$ cat config.mk
export PLATFORM = sky130hd
export DESIGN_NAME = spi_flash_read_seq
export DESIGN_NICKNAME = d
export VERILOG_FILES = /design/src/rtl/spi_flash_read_seq.sv
export SDC_FILE = /design/constraint.sdc
export NUM_CORES = 1
export LEC_CHECK = 0
export ABC_AREA = 1
export CORE_MARGIN = 8
export CORE_UTILIZATION = 48
export DETAILED_ROUTE_END_ITERATION = 16
export PLACE_DENSITY = 0.81
export SYNTH_ARGS = -nofsm -noshare
export SYNTH_HDL_FRONTEND = slang
export SYNTH_SLANG_ARGS = --single-unit
$ cat constraint.sdc
create_clock -name clk -period 4.24 [get_ports clk]
set_input_delay 1.272 -clock clk [delete_from_list [all_inputs] [get_ports clk]]
set_output_delay 1.272 -clock clk [all_outputs]
set_load 0.05 [all_outputs]
$ cat src/rtl/spi_flash_read_seq.sv
// SPI-flash READ sequencer: drives the memory-mapped SPI controller through a
// full opcode/address/data transaction and streams received bytes over valid/ready.
module spi_flash_read_seq #(
    parameter logic [31:0] SPI_BASE    = 32'hd000,
    parameter logic [7:0]  READ_OPCODE = 8'h03,
    parameter int unsigned START_WAIT  = 2,
    parameter int unsigned CS_GAP      = 4
) (
    input  logic        clk,
    input  logic        rst,
    input  logic        cmd_valid,
    output logic        cmd_ready,
    input  logic [23:0] cmd_addr,
    input  logic [15:0] cmd_len,
    input  logic [3:0]  cmd_clkdiv,
    output logic        rx_valid,
    output logic [7:0]  rx_data,
    input  logic        rx_ready,
    output logic        done,
    output logic        cs_n,
    output logic [31:0] spi_addr,
    output logic [31:0] spi_wdata,
    output logic [3:0]  spi_wmask,
    output logic        spi_wen,
    output logic        spi_ren,
    input  logic [31:0] spi_rdata
);

    localparam int unsigned CNT_W  = 8;
    localparam int unsigned IDX_W  = 3;
    localparam int unsigned LEN_W  = 16;
    localparam int unsigned ADDR_W = 24;

    localparam logic [31:0] STATUS_ADDR  = SPI_BASE;
    localparam logic [31:0] CONTROL_ADDR = SPI_BASE + 32'd4;
    localparam logic [31:0] DATA_ADDR    = SPI_BASE + 32'd8;
    localparam logic [IDX_W-1:0] IDX_DATA = IDX_W'(4);

    typedef enum logic [3:0] {
        S_IDLE, S_ZERO, S_CFG, S_LOAD, S_START, S_CLEAR,
        S_WAIT, S_POLL, S_READ, S_EMIT, S_END, S_GAP
    } state_e;

    state_e              state_q;
    logic [ADDR_W-1:0]   addr_q;
    logic [LEN_W-1:0]    rem_q;
    logic [3:0]          clkdiv_q;
    logic [IDX_W-1:0]    idx_q;
    logic [IDX_W-1:0]    idx_d;
    logic [CNT_W-1:0]    cnt_q;

    logic                cmd_ready_q;
    logic                cs_n_q;
    logic                rx_valid_q;
    logic [7:0]          rx_data_q;
    logic                done_q;
    logic [31:0]         spi_addr_q;
    logic [31:0]         spi_wdata_q;
    logic [3:0]          spi_wmask_q;
    logic                spi_wen_q;
    logic                spi_ren_q;

    logic                unused_rdata;
    assign unused_rdata = ^{spi_rdata[31:16], spi_rdata[7:2]};

    // Byte index saturates once it reaches the dummy/data region.
    assign idx_d = (idx_q == IDX_DATA) ? idx_q : idx_q + IDX_W'(1);

    function automatic logic [7:0] tx_byte(input logic [IDX_W-1:0] idx,
                                           input logic [ADDR_W-1:0] a);
        case (idx)
            IDX_W'(0): tx_byte = READ_OPCODE;
            IDX_W'(1): tx_byte = a[23:16];
            IDX_W'(2): tx_byte = a[15:8];
            IDX_W'(3): tx_byte = a[7:0];
            default:   tx_byte = 8'h00;
        endcase
    endfunction

    function automatic logic [31:0] ctrl_word(input logic [3:0] div, input logic start);
        ctrl_word = {26'b0, div, 1'b0, start};
    endfunction

    // Outputs are loaded on the edge that enters a state, so each state's
    // bus access is visible during that state's own cycle.
    always_ff @(posedge clk or posedge rst) begin
        if (rst) begin
            state_q     <= S_IDLE;
            addr_q      <= '0;
            rem_q       <= '0;
            clkdiv_q    <= '0;
            idx_q       <= '0;
            cnt_q       <= '0;
            cmd_ready_q <= 1'b1;
            cs_n_q      <= 1'b1;
            rx_valid_q  <= 1'b0;
            rx_data_q   <= '0;
            done_q      <= 1'b0;
            spi_addr_q  <= '0;
            spi_wdata_q <= '0;
            spi_wmask_q <= '0;
            spi_wen_q   <= 1'b0;
            spi_ren_q   <= 1'b0;
        end else begin
            spi_wen_q <= 1'b0;
            spi_ren_q <= 1'b0;
            done_q    <= 1'b0;
            case (state_q)
                S_IDLE: begin
                    if (cmd_valid && cmd_ready_q) begin
                        addr_q      <= cmd_addr;
                        rem_q       <= cmd_len;
                        clkdiv_q    <= cmd_clkdiv;
                        idx_q       <= '0;
                        cmd_ready_q <= 1'b0;
                        if (cmd_len == LEN_W'(0)) begin
                            done_q  <= 1'b1;
                            state_q <= S_ZERO;
                        end else begin
                            cs_n_q      <= 1'b0;
                            spi_wen_q   <= 1'b1;
                            spi_addr_q  <= CONTROL_ADDR;
                            spi_wdata_q <= ctrl_word(cmd_clkdiv, 1'b0);
                            spi_wmask_q <= 4'b0001;
                            state_q     <= S_CFG;
                        end
                    end
                end
                S_ZERO: begin
                    cmd_ready_q <= 1'b1;
                    state_q     <= S_IDLE;
                end
                S_CFG: begin
                    spi_wen_q   <= 1'b1;
                    spi_addr_q  <= DATA_ADDR;
                    spi_wdata_q <= {24'b0, tx_byte(idx_q, addr_q)};
                    state_q     <= S_LOAD;
                end
                S_LOAD: begin
                    spi_wen_q   <= 1'b1;
                    spi_addr_q  <= CONTROL_ADDR;
                    spi_wdata_q <= ctrl_word(clkdiv_q, 1'b1);
                    state_q     <= S_START;
                end
                S_START: begin
                    spi_wen_q   <= 1'b1;
                    spi_addr_q  <= CONTROL_ADDR;
                    spi_wdata_q <= ctrl_word(clkdiv_q, 1'b0);
                    state_q     <= S_CLEAR;
                end
                S_CLEAR: begin
                    cnt_q   <= CNT_W'(START_WAIT - 1);
                    state_q <= S_WAIT;
                end
                S_WAIT: begin
                    if (cnt_q == CNT_W'(0)) begin
                        spi_ren_q  <= 1'b1;
                        spi_addr_q <= STATUS_ADDR;
                        state_q    <= S_POLL;
                    end else begin
                        cnt_q <= cnt_q - CNT_W'(1);
                    end
                end
                S_POLL: begin
                    spi_ren_q <= 1'b1;
                    if (!spi_rdata[1] && spi_rdata[0]) begin
                        spi_addr_q <= DATA_ADDR;
                        state_q    <= S_READ;
                    end else begin
                        spi_addr_q <= STATUS_ADDR;
                    end
                end
                S_READ: begin
                    if (idx_q < IDX_DATA) begin
                        idx_q       <= idx_d;
                        spi_wen_q   <= 1'b1;
                        spi_addr_q  <= DATA_ADDR;
                        spi_wdata_q <= {24'b0, tx_byte(idx_d, addr_q)};
                        state_q     <= S_LOAD;
                    end else begin
                        rx_valid_q <= 1'b1;
                        rx_data_q  <= spi_rdata[15:8];
                        state_q    <= S_EMIT;
                    end
                end
                S_EMIT: begin
                    if (rx_ready) begin
                        rx_valid_q <= 1'b0;
                        if (rem_q == LEN_W'(1)) begin
                            cs_n_q  <= 1'b1;
                            done_q  <= 1'b1;
                            state_q <= S_END;
                        end else begin
                            rem_q       <= rem_q - LEN_W'(1);
                            idx_q       <= idx_d;
                            spi_wen_q   <= 1'b1;
                            spi_addr_q  <= DATA_ADDR;
                            spi_wdata_q <= {24'b0, tx_byte(idx_d, addr_q)};
                            state_q     <= S_LOAD;
                        end
                    end
                end
                S_END: begin
                    cnt_q   <= CNT_W'(CS_GAP - 1);
                    state_q <= S_GAP;
                end
                S_GAP: begin
                    if (cnt_q == CNT_W'(0)) begin
                        cmd_ready_q <= 1'b1;
                        state_q     <= S_IDLE;
                    end else begin
                        cnt_q <= cnt_q - CNT_W'(1);
                    end
                end
                default: begin
                    cs_n_q      <= 1'b1;
                    rx_valid_q  <= 1'b0;
                    cmd_ready_q <= 1'b1;
                    state_q     <= S_IDLE;
                end
            endcase
        end
    end

    assign cmd_ready = cmd_ready_q;
    assign cs_n      = cs_n_q;
    assign rx_valid  = rx_valid_q;
    assign rx_data   = rx_data_q;
    assign done      = done_q;
    assign spi_addr  = spi_addr_q;
    assign spi_wdata = spi_wdata_q;
    assign spi_wmask = spi_wmask_q;
    assign spi_wen   = spi_wen_q;
    assign spi_ren   = spi_ren_q;

endmodule

# Word level (Yosys, flattened, before mapping)
# Index checks and enable logic that the tools add are counted.
[totals] ramBits=0 inputBits=80 mem_count=0 output_inout_bits=82 ff_bits=138 latch_bits=0 wordCells=147 mem_bits_ro=0
[classes] eq_ne=30 mul=0 mux=61 reduce_logical=31 addsub=3 div_mod_pow=0 bitwise=5 n_lt_le_gt_ge=1 shifts=0
[op_table] cell="2-to-1 mux 32 bit" n=11
[op_table] cell="case mux 32 bit (7 select lines)" n=1
[op_table] cell="case mux 32 bit (6 select lines)" n=1
[op_table] cell="case mux 8 bit (4 select lines)" n=2
[op_table] cell="2-to-1 mux 16 bit" n=3
[op_table] cell="case mux 4 bit (11 select lines)" n=1
[op_table] cell="2-to-1 mux 4 bit" n=8
[op_table] cell="case mux 16 bit (2 select lines)" n=1
[op_table] cell="case mux 8 bit (3 select lines)" n=1
[op_table] cell="inequality test 2 bit (second input constant)" n=11
[op_table] cell="OR reduction 10 bit" n=2
[op_table] cell="2-to-1 mux 1 bit" n=18
[op_table] cell="equality test 16 x 1 -> 1 bit (second input constant)" n=1
[op_table] cell="equality test 4 x 3 -> 1 bit (second input constant)" n=4
[op_table] cell="equality test 4 bit (second input constant)" n=4
[op_table] cell="zero test 16 bit" n=1
[op_table] cell="subtractor 16 x 1 -> 16 bit (second input constant)" n=1
[op_table] cell="2-to-1 mux 3 bit" n=5
[op_table] cell="AND reduction 5 bit" n=3
[op_table] cell="equality test 3 x 2 -> 1 bit (second input constant)" n=4
[op_table] cell="case mux 1 bit (3 select lines)" n=3
[op_table] cell="case mux 3 bit (3 select lines)" n=1
[op_table] cell="AND reduction 3 bit" n=3
[op_table] cell="OR reduction 9 bit" n=1
[op_table] cell="27 further kinds" n=40

# Logic depth before layout (Yosys ltp)
# Gate-level depths: netlist of run 1.
[depth] depth_word=7 mapped_depth=13 mapped_depth_nobuf=13

# Worst setup path before layout of run 1
# Ideal clock, no wire load.
[synth_timing] kind="register to output" start="reg spi_addr_q[14], in the netlist spi_addr[14]" end="out spi_addr[14]" t_arrival_ns=0.922 path_stages_with_launch=2 path_buffers=1 slack_ns=2.046 t_required_ns=2.968 cell_sequence="dfrtp_1 buf_4"
[synth_rtl] item="from (decl)" line="57" source="logic [31:0] spi_addr_q;"
[synth_rtl] item="from (signal assigned)" line="99" source="spi_addr_q <= '0;"
[synth_rtl] item="from (signal assigned)" line="122" source="spi_addr_q <= CONTROL_ADDR;"
[synth_rtl] item="from (signal assigned)" line="135" source="spi_addr_q <= DATA_ADDR;"
[synth_rtl] item="to (decl)" line="21" source="output logic [31:0] spi_addr,"
# No word-level cell between the ends.

# Worst setup path after layout of run 1
[layout_timing] start="reg cmd_ready_q, in the netlist cmd_ready" end="out cmd_ready"
[layout_rtl] item="from (decl)" line="52" source="logic cmd_ready_q;"
[layout_rtl] item="from (signal assigned)" line="94" source="cmd_ready_q <= 1'b1;"
[layout_rtl] item="from (signal assigned)" line="115" source="cmd_ready_q <= 1'b0;"
[layout_rtl] item="from (signal assigned)" line="130" source="cmd_ready_q <= 1'b1;"
[layout_rtl] item="to (decl)" line="12" source="output logic cmd_ready,"
# No word-level cell between the ends.

==> summary by stage, run 1 <==
Timing
Dividing the final minimum period by the clock period gives 70.6%. The final count of pins violating max slew was 0. For the final routed database, the setup TNS stands at 0 ns. The clock tree skew after final layout is 0.00514 ns.

Setup violations remaining at the end of the flow were counted as 0. Subtracting the final worst setup slack from the clock period gives 2.99 ns. The pin slew with the least headroom to its limit is 0.652 ns. The number of hold violations in the final report was 0. Setup repair after global routing left no endpoint under its margin. Headroom to the max-slew limit came out at 56.5%.

The maximum clock rate is 334 MHz.

Yosys
The cell type contributing the most total cell area after synthesis is sky130_fd_sc_hd__dfrtp_1. During synthesis, Yosys emitted a total of 0 warnings. The number of register bits inferred by synthesis is 85.

The top cell type's share of synthesized area is 37.9%. The synthesized instance count is 732. The most instantiated flip-flop cell in the synthesis netlist is sky130_fd_sc_hd__dfrtp_1. The portion of the post-synthesis area used by sequential elements is 38.8%. The total standard cell area after synthesis is 5480 um2.

After synthesis, the mean cell area works out to 7.49 um2. The share of flip-flops with an asynchronous set or reset is 100%. The number of enable-type register cells in the synthesized netlist is 0. The number of different library cells used by synthesis comes to 40.

Yosys attributes the largest share of cell area to sky130_fd_sc_hd__dfrtp_1 (38%), sky130_fd_sc_hd__nand2_1 (14%), sky130_fd_sc_hd__buf_4 (7.9%).

Place
The number of port buffers is 85. Summing all placed instances gives a cell area of 6240 um2. The wire-length estimate of the detail-placed layout is 9590 um.

The weighted congestion reported at the end of routability-driven placement is 0.898.

Clock network
The maximum buffer depth of the clock tree is 2. TritonCTS built the clock tree. CTS built an H-tree with a depth of 3. The clock insertion delay at the later pin of the skew report is 0.35 ns. The number of resized instances in the post-cts repair step is 0. The count of hold buffers inserted by post-cts repair is 0. The clock transition at the register clock pins on the worst setup and hold paths after CTS is 0.06 ns. Counting every sink on the clock net gives 85.

The total setup buffers inserted after CTS is 0. The cell sitting at the root of the clock tree is a sky130_fd_sc_hd__clkbuf_16. The TritonCTS buffer count is 9.

GRT
The aggregate global-route resource usage is 17.0%. The first global-routing pass estimated 20800 um of wire. The maximum number of pins on one net before global-route repair is 50. The via count of the first global-routing pass was 4419. The initial antenna violation count came to 1. Global routing finished with a remaining overflow of 0.

Route
After detailed routing, the number of vias per cell comes to 4.90. The detail route stage leaves a number of antenna-violating nets equal to 0. The final wirelength is 12600 um. The residual DRC count is 0. After the first detailed-routing iteration, the DRC count stood at 244. The first-pass iteration count of the detailed router is 4.

In the final routed layout, each cell accounts on average for 13.2 um. The detailed router placed 4706 vias in this run.

Finish
The final antenna diode count is 0. Cells fill 57.8% of the core in the end. Of the cells placed in the final design, the portion with a size suffix greater than 1 is 10.3%. The area growth from synthesis to layout is 18.8%. The finished cells cover 6520 um2. The net count of the finished layout is 901.

Worst setup path
Among cell families on the critical path, the largest total delay comes from buffers and inverters. STA classifies the critical path endpoint as an output port. The data arrival at the endpoint of the critical path is 1.72 ns. The worst register-to-register path has a setup slack of 1.99 ns. The worst setup path is of the flop to output port kind. STA classifies the critical path startpoint as a flop. The beginning of the critical path is cmd_ready. In this run the worst path has a maximum fanout of 3. In this run the critical register-to-register path is captured at spi_wdata[1].

On the worst path, the slowest cell contributes a delay of 0.83 ns. The buffers plus inverters on the worst setup path is 1. The capture point of the critical path is cmd_ready. The signal on the critical path passes through clkdlybuf4s50_1. The launch instance of the worst register-to-register path is idx_q[0]. The slowest library cell on the worst path is sky130_fd_sc_hd__clkdlybuf4s50_1. The length in cells of the worst reg-to-reg path is 13. STA puts the critical path data required time at 2.97 ns. In this run the number of cells on the critical path is 1.

Power
IR analysis of the VDD net gives a maximum drop of 0.358 mV. The analysis attributes to cell leakage a power of 3.19 nW. After layout, the design draws a total of 4.68 mW. In this run the power density over the cells is 718 nW/um2.

Flow run
Max-cap violations in this run came to 0.

Run status
The run finished with clean final reports.

Hold path
The path type of the worst min-delay path is flop to flop.

Die
The starting utilization of the core area is 48.7%. The die is 123 um wide. Pin placement for this block handled 162 I/O pins. The region available for standard cell placement spans 11300 um2. From bottom edge to top edge, the die measures 123 um. The full die area is 15100 um2. The total number of placement rows is 39.
worst reg2reg max path, delay by kind of cell, from the launching register on:
family | cells | cell delay (ns)
buffers and inverters | 1 | 0.13
adder cells (fa/ha/maj) | 1 | 0.27
AND/OR/NAND/NOR | 11 | 1.36
flip-flops | 1 | 0.43
how the worst min path moves through the flow:
stage,slack (ns),endpoint,cells after the start,startpoint
finish,0.47,rx_valid,2,rx_valid
global route,0.50,spi_wmask[0],1,spi_wmask[0]
CTS,0.48,rx_valid,2,rx_valid
detailed placement,0.46,rx_valid,2,rx_valid
global placement,0.45,rx_valid,2,rx_valid
floorplan,0.45,rem_q[14],2,rem_q[14]
Yosys cell counts (2+ instances only):
library cell	count
sky130_fd_sc_hd__a21oi_1	20
sky130_fd_sc_hd__inv_2	12
sky130_fd_sc_hd__inv_1	60
sky130_fd_sc_hd__o221ai_1	2
sky130_fd_sc_hd__nand2_2	9
sky130_fd_sc_hd__nand3_1	54
sky130_fd_sc_hd__buf_2	10
sky130_fd_sc_hd__nor3_1	5
sky130_fd_sc_hd__ha_1	9
sky130_fd_sc_hd__mux2_2	27
sky130_fd_sc_hd__dfrtp_1	83
sky130_fd_sc_hd__nor2_2	5
sky130_fd_sc_hd__nand2_1	204
sky130_fd_sc_hd__nor2_4	4
sky130_fd_sc_hd__nor2_1	83
sky130_fd_sc_hd__o21ai_0	26
sky130_fd_sc_hd__xor2_1	7
sky130_fd_sc_hd__nand4_1	12
sky130_fd_sc_hd__a31oi_1	2
sky130_fd_sc_hd__nor2_8	2
sky130_fd_sc_hd__buf_4	58
sky130_fd_sc_hd__clkbuf_1	2
sky130_fd_sc_hd__o21ai_1	18
sky130_fd_sc_hd__dfstp_2	2
stage by stage:
step                instances  setup WS, ns  hold slack [ns]
floorplan                 785         0.778            0.449
global placement          944          1.35            0.453
detailed placement        944          1.31            0.461
CTS                       960          1.24            0.475
global route              960          1.21            0.497
finish                    960          1.25            0.469
metal layers:
layer  wire (um)  part of all wire, %  up-vias  global-route usage, %
li1            -                    -     2393                      -
met1        5650                   45     2144                   22.1
met2        5840                   46      150                   26.9
met3         979                  7.7       17                   4.69
met4         168                  1.3        2                   5.48
met5          12                0.095        -                      0
final cells by class:
type                            count  area [um2]
Clock buffer                       11         243
Fill cell                        1049        4760
Timing Repair Buffer               87         878
Tap cell                          143         179
Multi-Input combinational cell    557        2780
Sequential cell                    85        2130
Inverter                           72         272
Clock inverter                      5        36.3
layout by cell type, fill, tap and decap left out, drive strengths merged:
master | synthesis | final
dfstp | 2 | 2
xnor2 | 1 | 1
a31oi | 2 | 2
nand3 | 55 | 55
inv | 72 | 71
or2 | 2 | 2
clkinv | 0 | 6
o2111ai | 1 | 1
nor3 | 6 | 6
clkdlybuf4s50 | 0 | 85
a21oi | 21 | 21
o21ai | 44 | 44
ha | 9 | 9
o21bai | 1 | 1
clkbuf | 2 | 11
a21boi | 1 | 1
mux2 | 27 | 27
nand4 | 12 | 12
nand2 | 214 | 214
nor2 | 94 | 94
conb | 1 | 54
nor4 | 1 | 1
a211oi | 1 | 1
buf | 69 | 2
xor2 | 7 | 7
dfrtp | 83 | 83
o22ai | 1 | 1
o211ai | 1 | 1
o221ai | 2 | 2
power breakdown:
part,internal (mW),switching (mW)
logic,0.859,1.65
clock network,0.414,0.333
registers,1.17,0.259
cells by family after synthesis:
group           count (synthesis)  synth area share (%)
other cells                     1                0.0684
mux                            27                  5.54
simple gates                  384                  30.6
xor+xnor                        8                  1.28
compound gates                 75                  7.51
fa+ha+maj                       9                  2.05
flops                          85                  38.8
buf+inv                       143                  14.1
state kept, by name, indices dropped and copies added (netlist names):
name       flops
addr_q        24
rem_q         16
cnt_q          8
rx_data        8
spi_wdata      8
clkdiv_q       4
state_q        4
idx_q          3
spi_addr       3
cmd_ready      1
cs_n           1
done           1
rx_valid       1
spi_ren        1
spi_wen        1
spi_wmask      1
(Power assumes the default switching activity.)
==> run 2, diff against run 1 <==
Clock period 4.24 ns to 2.8 ns, I/O delays scaled along.
==> summary by stage, run 2 (synthesis results as in run 1) <==
Worst setup path
The data required time of the worst path is 1.96 ns (was 2.97 ns). The buffers plus inverters on the worst setup path is 1 (unchanged). The launching element type of the critical path was a flop (unchanged). The peak per-stage delay on the critical path came to 0.84 ns (was 0.83 ns).

CP Cell Sequence: clkdlybuf4s50_1 (unchanged). The family with the most delay on the worst path is buffers and inverters (unchanged). The endpoint class of the critical path is an output port (unchanged). The type of the worst setup path is flop to output port (unchanged). The highest net fanout along the worst path came to 2 (was 3). The slowest library cell on the worst path is sky130_fd_sc_hd__clkdlybuf4s50_1 (unchanged). The data arrival at the endpoint of the critical path came to 1.70 ns (was 1.72 ns).

Finish
The area growth from synthesis to layout came to 19.5% (was 18.8%). Top library cells by usage in the layout, fill and taps aside: sky130_fd_sc_hd__nand2_1 (204), sky130_fd_sc_hd__clkdlybuf4s50_1 (85), sky130_fd_sc_hd__nor2_1 (83), sky130_fd_sc_hd__dfrtp_1 (83), sky130_fd_sc_hd__inv_1 (59) (unchanged). The share of layout cells above drive strength 1 came to 10.4% (was 10.3%).

The largest register by flop count is addr_q (unchanged). The final antenna diode count came to 0 (unchanged). The most common cell after layout, fill and taps aside is sky130_fd_sc_hd__nand2_1 (unchanged). The final instance area is 6550 um2 (was 6520 um2).

Largest regs: addr_q: 24 flops, rem_q: 16 flops (unchanged). The flip-flop count of the largest register, all copies and words added is 24 (unchanged). The filler-free cell count of the finished design is 961 (was 960). The net count of the finished layout is 902 (was 901).

Place
The weighted congestion reported at the end of routability-driven placement is 0.915 (was 0.898). The detailed-placement wirelength estimate is 9730 um (was 9590 um). The number of port buffers is 85 (unchanged). The placed cell area is 6270 um2 (was 6240 um2). The instance count after placement with tap cells included came to 945 (was 944).

Timing
The final setup TNS is 0 ns (unchanged). The pin slew with the least headroom to its limit is 0.576 ns (was 0.652 ns). Dividing the final minimum period by the clock period gives 90.7%. The clock tree skew after final layout was 0.00862 ns (was 0.00514 ns). The number of hold violations in the final report came to 0 (unchanged). The minimum period implied by the final worst setup slack is 2.54 ns. The maximum clock rate is 394 MHz.

Unrepaired setup endpoints after global routing: false (unchanged). The headroom to the max-slew limit was 61.4% (was 56.5%). The number of setup violations in the final report was 0 (unchanged). The final count of pins violating max slew is 0 (unchanged).

Power
The power dissipated by switching net loads came to 3.40 mW (was 2.24 mW). The combinational power share is 54.0% (was 53.6%). The power density relative to cell area came to 1090 nW/um2 (was 718 nW/um2).

The internal power of the cells was 3.71 mW (was 2.44 mW). The standby leakage power is 3.19 nW (about the same). The switching fraction of total power came to 47.8% (was 47.9%). The clock share of power was 15.7% (was 16.0%).

The peak supply drop is 0.554 mV (was 0.358 mV). The relative contribution of sequential cells to total power is 30.3% (was 30.5%). The total power consumption of the routed design is 7.11 mW (was 4.68 mW).

Clock network
The number of clock sinks was 85 (unchanged). The H-tree depth is 3 (unchanged). The count of hold buffers inserted by post-cts repair is 0 (unchanged).

The number of resized instances in the post-cts repair step is 0 (unchanged). The clock insertion delay at the later pin of the skew report is 0.34 ns (was 0.35 ns). The clock root buffer is sky130_fd_sc_hd__clkbuf_16 (unchanged). The TritonCTS buffer count is 9 (unchanged).

The clock transition at the register clock pins on the worst setup and hold paths after CTS came to 0.06 ns (about the same). The total setup buffers inserted after CTS is 0 (unchanged). The maximum buffer depth of the clock tree was 2 (unchanged). The CTS tree was built (unchanged).

Route
The first-pass iteration count of the detailed router came to 5 (was 4). The count of antenna-violating nets left after detailed routing is 0 (unchanged). The residual DRC count is 0 (unchanged). The final wirelength came to 12800 um (was 12600 um). The via count is 4772 (was 4706). The DRC violation total after the first TritonRoute iteration is 342 (was 244). The ratio of routed vias to standard cells is 4.97 (was 4.90).

The wire length per cell came to 13.3 um (was 13.2 um).

Die
The total number of placement rows is 39 (unchanged). The width of the chip is 123 um (unchanged). The full die area was 15100 um2 (unchanged). The y dimension of the die is 123 um (unchanged). The starting utilization of the core area was 48.7% (unchanged). The boundary pin count is 162 (unchanged). The area of the core was 11300 um2 (unchanged).

GRT
The via count of the first global-routing pass was 4498 (was 4419). The maximum number of pins on one net before global-route repair is 56 (was 50). The wire length of the first global-routing pass was 21000 um (was 20800 um). The aggregate global-route resource usage was 17.2% (was 17.0%). The overall overflow remaining after global route is 0 (unchanged). The initial antenna violation count is 0 (was 1).

Hold path
The path type of the worst min-delay path was flop to flop (unchanged).

Flow run
The max capacitance violation total is 0 (unchanged).

Run status
Status: finished, final reports clean (unchanged).
run 2: cell type report:
type / count / area, um2
clock buffer: 11 / 243
clock inverter: 5 / 36.3
fill: 1044 / 4720
inverter: 72 / 274
multi-input combinational: 557 / 2780
sequential: 85 / 2130
tap: 143 / 179
timing repair buffer: 88 / 911
run 2: layer usage:
layer	vias to the layer above	wire (um)	track usage, %
met5	-	0	0
met4	0	188	5.48
met3	18	995	3.96
met2	171	6100	28.6
met1	2188	5510	21.7
li1	2395	-	-
run 2: final timing paths:
path	endpoint	slack [ns]	cells past startpoint	from
setup / recovery	cs_n	0.26	1	cs_n
hold / removal	spi_addr[2]	0.48	2	spi_addr[2]
hold reg to reg	spi_addr[2]	0.48	2	spi_addr[2]
setup reg to reg	spi_wdata[1]	0.53	13	idx_q[0]
min in group asynchronous	idx_q[1]	0.91	3	rst
max in group asynchronous	cs_n	1.54	3	rst
run 2: stage by stage:
step	util [%]	hold slack (ns)	worst slack, ns
4_1_cts	58.1	0.476	0.254
2_1_floorplan	-	0.449	0.982
3_5_place_dp	55.6	0.460	0.312
6_report	58.1	0.475	0.260
3_3_place_gp	55.6	0.453	0.338
5_1_grt	58.1	0.505	0.224
run 2: worst reg2reg max path: stages (launching register included):
cell                      delay [ns]
sky130_fd_sc_hd__dfrtp_1        0.45
sky130_fd_sc_hd__inv_1          0.13
sky130_fd_sc_hd__ha_1           0.27
sky130_fd_sc_hd__nand2_1        0.14
sky130_fd_sc_hd__nand2_1        0.15
sky130_fd_sc_hd__nor2_2         0.48
sky130_fd_sc_hd__nand2_1        0.11
sky130_fd_sc_hd__nor2_1         0.11
sky130_fd_sc_hd__nor2_1         0.05
sky130_fd_sc_hd__nand2_1        0.05
sky130_fd_sc_hd__nand2_1        0.05
sky130_fd_sc_hd__nand2_1        0.09
sky130_fd_sc_hd__nand2_1        0.08
sky130_fd_sc_hd__nand2_1        0.06
run 2: power by group through the flow:
stage	clock (mW)	sequential (mW)	combinational, mW
after floorplan	0	2.43	2.71
after global placement	0	2.14	3.74
after detailed placement	0	2.16	3.82
after CTS	1.13	2.15	3.84
after global routing	1.19	2.22	4.29
final	1.12	2.15	3.84
==> run 3, diff against run 2 <==
Settings changed: CTS_CLUSTER_SIZE set to 40.
==> results of run 3 <==
No change in the layout: final DEF, timing and power equal those of run 2.
